--- config.mk ---
export PLATFORM = sky130hd
export DESIGN_NAME = char_ram_writer
export DESIGN_NICKNAME = d
export VERILOG_FILES = /design/src/rtl/char_ram_writer.sv
export SDC_FILE = /design/constraint.sdc
export NUM_CORES = 1
export LEC_CHECK = 0
export CAP_MARGIN = 20
export CORE_ASPECT_RATIO = 0.75
export CORE_MARGIN = 5
export CORE_UTILIZATION = 35
export CTS_BUF_LIST = sky130_fd_sc_hd__clkbuf_2
export DETAILED_ROUTE_END_ITERATION = 12
export GPL_TIMING_DRIVEN = 1
export PLACE_DENSITY = 0.59
export SYNTH_ARGS = -nofsm -noshare
export SYNTH_HDL_FRONTEND = slang
export SYNTH_SLANG_ARGS = --single-unit
--- constraint.sdc ---
create_clock -name clock100 -period 8.15 [get_ports clock100]
set_clock_uncertainty 0.15 [all_clocks]
set_input_delay 1.63 -clock clock100 [delete_from_list [all_inputs] [get_ports clock100]]
set_output_delay 1.63 -clock clock100 [all_outputs]
set_load 0.01 [all_outputs]
--- src/rtl/char_ram_writer.sv ---
// rtl/char_ram_writer.sv - text-terminal write front end for the char RAM
module char_ram_writer #(
    parameter int          COLS   = 80,
    parameter int          ROWS   = 30,
    parameter int          ADDR_W = 12,
    parameter logic [7:0]  BLANK  = 8'h20
) (
    input  logic              clock100,
    input  logic              reset_n,
    input  logic [7:0]        char_in,
    input  logic              char_valid,
    output logic              char_ready,
    output logic [ADDR_W-1:0] ram_address,
    output logic [7:0]        ram_data,
    output logic              ram_wren,
    output logic [6:0]        cursor_col,
    output logic [4:0]        cursor_row,
    output logic              busy
);

    typedef enum logic [1:0] {IDLE, CLEAR_LINE, CLEAR_ALL} state_t;

    state_t            state, state_n;
    logic [6:0]        col, col_n;
    logic [4:0]        row, row_n;
    logic [ADDR_W-1:0] line_base, base_n;
    logic [ADDR_W-1:0] cnt, cnt_n;
    logic [ADDR_W-1:0] addr_n;
    logic [7:0]        data_n;
    logic              wren_n;

    logic              last_row;
    logic [4:0]        adv_row;
    logic [ADDR_W-1:0] adv_base;
    logic [ADDR_W-1:0] cur_addr;

    // line_base tracks row*COLS incrementally so no multiplier is needed
    assign last_row = (row == 5'(ROWS - 1));
    assign adv_row  = last_row ? '0 : row + 5'd1;
    assign adv_base = last_row ? '0 : line_base + ADDR_W'(COLS);
    assign cur_addr = line_base + ADDR_W'(col);

    assign char_ready = (state == IDLE) && reset_n;
    assign busy       = (state != IDLE);
    assign cursor_col = col;
    assign cursor_row = row;

    always_comb begin
        state_n = state;
        col_n   = col;
        row_n   = row;
        base_n  = line_base;
        cnt_n   = cnt;
        wren_n  = 1'b0;
        addr_n  = ram_address;
        data_n  = ram_data;
        case (state)
            IDLE: begin
                if (char_valid) begin
                    if (char_in >= 8'h20 && char_in <= 8'h7E) begin
                        wren_n = 1'b1;
                        addr_n = cur_addr;
                        data_n = char_in;
                        if (col == 7'(COLS - 1)) begin
                            col_n   = '0;
                            row_n   = adv_row;
                            base_n  = adv_base;
                            cnt_n   = '0;
                            state_n = CLEAR_LINE;
                        end else begin
                            col_n = col + 7'd1;
                        end
                    end else begin
                        case (char_in)
                            8'h0A: begin
                                col_n   = '0;
                                row_n   = adv_row;
                                base_n  = adv_base;
                                cnt_n   = '0;
                                state_n = CLEAR_LINE;
                            end
                            8'h0D: col_n = '0;
                            8'h08: begin
                                if (col != '0) begin
                                    col_n  = col - 7'd1;
                                    wren_n = 1'b1;
                                    addr_n = cur_addr - ADDR_W'(1);
                                    data_n = BLANK;
                                end
                            end
                            8'h0C: begin
                                col_n   = '0;
                                row_n   = '0;
                                base_n  = '0;
                                cnt_n   = '0;
                                state_n = CLEAR_ALL;
                            end
                            default: ;
                        endcase
                    end
                end
            end
            CLEAR_LINE: begin
                wren_n = 1'b1;
                addr_n = line_base + cnt;
                data_n = BLANK;
                if (cnt == ADDR_W'(COLS - 1)) begin
                    cnt_n   = '0;
                    state_n = IDLE;
                end else begin
                    cnt_n = cnt + ADDR_W'(1);
                end
            end
            CLEAR_ALL: begin
                wren_n = 1'b1;
                addr_n = cnt;
                data_n = BLANK;
                if (cnt == ADDR_W'(ROWS * COLS - 1)) begin
                    cnt_n   = '0;
                    col_n   = '0;
                    row_n   = '0;
                    base_n  = '0;
                    state_n = IDLE;
                end else begin
                    cnt_n = cnt + ADDR_W'(1);
                end
            end
            default: begin
                cnt_n   = '0;
                state_n = CLEAR_ALL;
            end
        endcase
    end

    always_ff @(posedge clock100 or negedge reset_n) begin
        if (!reset_n) begin
            state       <= CLEAR_ALL;
            col         <= '0;
            row         <= '0;
            line_base   <= '0;
            cnt         <= '0;
            ram_wren    <= 1'b0;
            ram_address <= '0;
            ram_data    <= '0;
        end else begin
            state       <= state_n;
            col         <= col_n;
            row         <= row_n;
            line_base   <= base_n;
            cnt         <= cnt_n;
            ram_wren    <= wren_n;
            ram_address <= addr_n;
            ram_data    <= data_n;
        end
    end

endmodule

==> summary.txt <==
GRT
  – Pin count of the biggest net entering global routing: 61
  – Global route overflow: 0
  – All-Layer GR Usage: 16.98%
  – First-pass GRT wire length: 20.80 mm
  – Vias in the first global route: 4,081
  – Antenna violations before repair: 0

Floorplanning
  – I/O pins: 46
  – Die Y-Extent: 108.2 um
  – Row count: 35
  – Die X: 141.0 um
  – Starting density of the core: 36.20%
  – Die area: 0.01525 sq mm
  – CORE AREA: 0.01244 sq mm

Synth
  – Synth area leaders: dfrtp_1, ha_1, nand2_1
  – Asr flop ratio synth: 100.0%
  – Mapped Nets: 591
  – Post-synthesis sequential area ratio: 32.82%
  – FF+latch count, synth: 59
  – Top_reg_cell synth: dfrtp_1
  – Yosys Warn Count: 0
  – Mapped Area: 0.004502 sq mm
  – Unique cell type count in the Yosys netlist: 67
  – Share of the synthesized area in the top cell type: 32.24%
  – Mapped Cells: 548
  – Post-synth EDFFs: 0
  – Syn Area/Cell: 8.215 sq um
  – Synth area leader: dfrtp_1

Cells and area
  – ANT cells: 0
  – Fraction of layout cells with a size suffix above 1: 5.281%
  – Register Area: 0.001478 sq mm
  – Multi-input logic area: 0.002798 sq mm
  – Utilization after layout: 41.38%
  – Final Net Count: 626
  – Fill cell count: 1,291
  – Fin cells: 753
  – Area growth syn-to-layout: 14.31%

Clock network
  – Root Driver: clkbuf_2
  – Sink Count: 59
  – Worst-path clk slew: 0.17 ns
  – Setup bufs post-CTS: 0
  – CTS Hold Bufs: 0
  – CTS Buf Count: 9
  – CTS Buffer Depth: 2
  – Latest clock arrival within the worst-skew pair: 0.52 ns
  – Post-CTS sizing: 0
  – CTS tree: yes
  – H-tree depth: 3

Detailed routing
  – Initial DRC Count: 243
  – DRC: 0
  – Final wirelength: 12.33 mm
  – DR vias: 4,183
  – Wire length per cell: 16.37 um
  – First-pass DRT Iterations: 5
  – Post-DRT Antenna Nets: 0
  – Vias/cell: 5.555

Pwr
  – PD cells: 326.0 mW/mm^2
  – Peak VDD IR: 0.1439 mV
  – P_leak: 2.199 nW

Min path
  – HP Class: register to register

Timing
  – Hold slack: 0.3525 ns
  – Min cycle time layout: 4.874 ns
  – F_max: 0.2052 GHz
  – Worst-margin pin slew: 0.8285 ns
  – # setup viols final: 0
  – Max-slew violations: 0
  – Worst slew margin: 43.34%
  – Fin crit share: 59.80%
  – Fin. Hold Viols: 0
  – Final setup margin: 3.276 ns
  – Setup TNS: 0 ns
  – RSZ-0062 raised after global routing: no

Placed design
  – Hpwl dp: 9.059 mm
  – Dpl ws: 3.224 ns
  – Number of I/O port buffers: 45
  – Inst Count DP: 737
  – GPL Wtd Cong: 0.8772

Critical path
  – Worst setup path class: input pin to output port
  – Critical Path RT: 6.37 ns
  – Worst Path Arrival: 3.09 ns
  – CP Capture Type: output port
  – Critical path startpoint category: input pin
  – Crit path max fanout: 60

Status
  – Run status: finished clean

Flow run
  – Max-cap viol count: 0
routing by layer:
metal,vias to the layer above,wire length (um),global-route usage [%]
met3,13,646,3.890
met2,106,5206,25.92
met4,0,129,4.011
met5,-,0,0
met1,2005,6342,24.45
li1,2059,-,-
area by class of cell:
cell class                      count  area share [%]
Timing Repair Buffer               50           9.385
Tap cell                          166           4.036
Sequential cell                    59           28.71
Clock buffer                        9          0.8753
Inverter                           27           1.969
Clock inverter                      6          0.6565
Multi-Input combinational cell    436           54.36
sequential cells by signal (all words and copies together) (netlist names):
signal	cells
cnt	12
cursor_col	7
cursor_row	5
line_base	12
ram_address	12
ram_data	8
ram_wren	1
state	2
path summary, 6_finish.rpt:
check,from,endpoint,slack (ns),depth (start not counted)
min in group asynchronous,reset_n,cursor_col[0],1.10,2
worst max register to register,cnt[0],ram_address[8],4.73,10
worst min register to register,ram_data[6],ram_data[6],0.35,2
worst max-delay path,reset_n,char_ready,3.28,4
worst min-delay path,ram_data[6],ram_data[6],0.35,2
max in group asynchronous,reset_n,line_base[11],6.19,2
worst max-delay path: stages:
cell	delay, ns
buf_2	0.07
buf_4	0.61
and2_1	0.22
clkdlybuf4s50_1	0.53
per-stage QoR:
stage | area [sq um] | power (mW)
CTS | 5139 | 1.688
finish | 5146 | 1.677
global placement | 5060 | 1.501
detailed placement | 5060 | 1.525
global route | 5146 | 1.833
floorplan | 4502 | 1.190
cells in the final DEF (no fill, tap or decap), types with 16 or more instances in the layout:
| master | instances |
|---|---|
| dfrtp_1 | 58 |
| o21ai_0 | 26 |
| clkdlybuf4s50_1 | 44 |
| ha_1 | 30 |
| xnor2_1 | 18 |
| inv_1 | 26 |
| nand2_1 | 56 |
| nor3_1 | 16 |
| nor2_1 | 48 |
| a21oi_1 | 25 |
| o21ai_1 | 39 |
cells in the mapped netlist (all sizes together), types with 9 or more instances:
cell    count
nor3       16
nand2      56
xnor2      18
ha         30
nand3      13
inv        27
o31ai      12
and3       15
nor2       48
clkbuf     21
xor2       10
o21ai      65
dfrtp      58
nand2b     15
and2        9
a21oi      26
logic make-up (layout without fill, tap and decap cells):
logic type               after synthesis  in the layout  share of synthesized area (%)
adder cells (fa/ha/maj)               32             32                          9.227
flip-flops                            59             59                          32.82
AO/OA/AOI/OAI                        171            171                          24.90
AND/OR/NAND/NOR                      199            199                          21.21
buffers and inverters                 53             92                          5.030
multiplexers                           6              6                          1.362
XOR/XNOR                              28             28                          5.447
where the power goes:
| part | leakage, nW | internal [mW] | switching, mW |
|---|---|---|---|
| Combinational | 1.36 | 0.419 | 0.620 |
| Clock | 0.0510 | 0.0356 | 0.117 |
| Sequential | 0.786 | 0.377 | 0.110 |
| Total | 2.20 | 0.831 | 0.846 |
No activity file was read; power rests on OpenSTA's default activity.
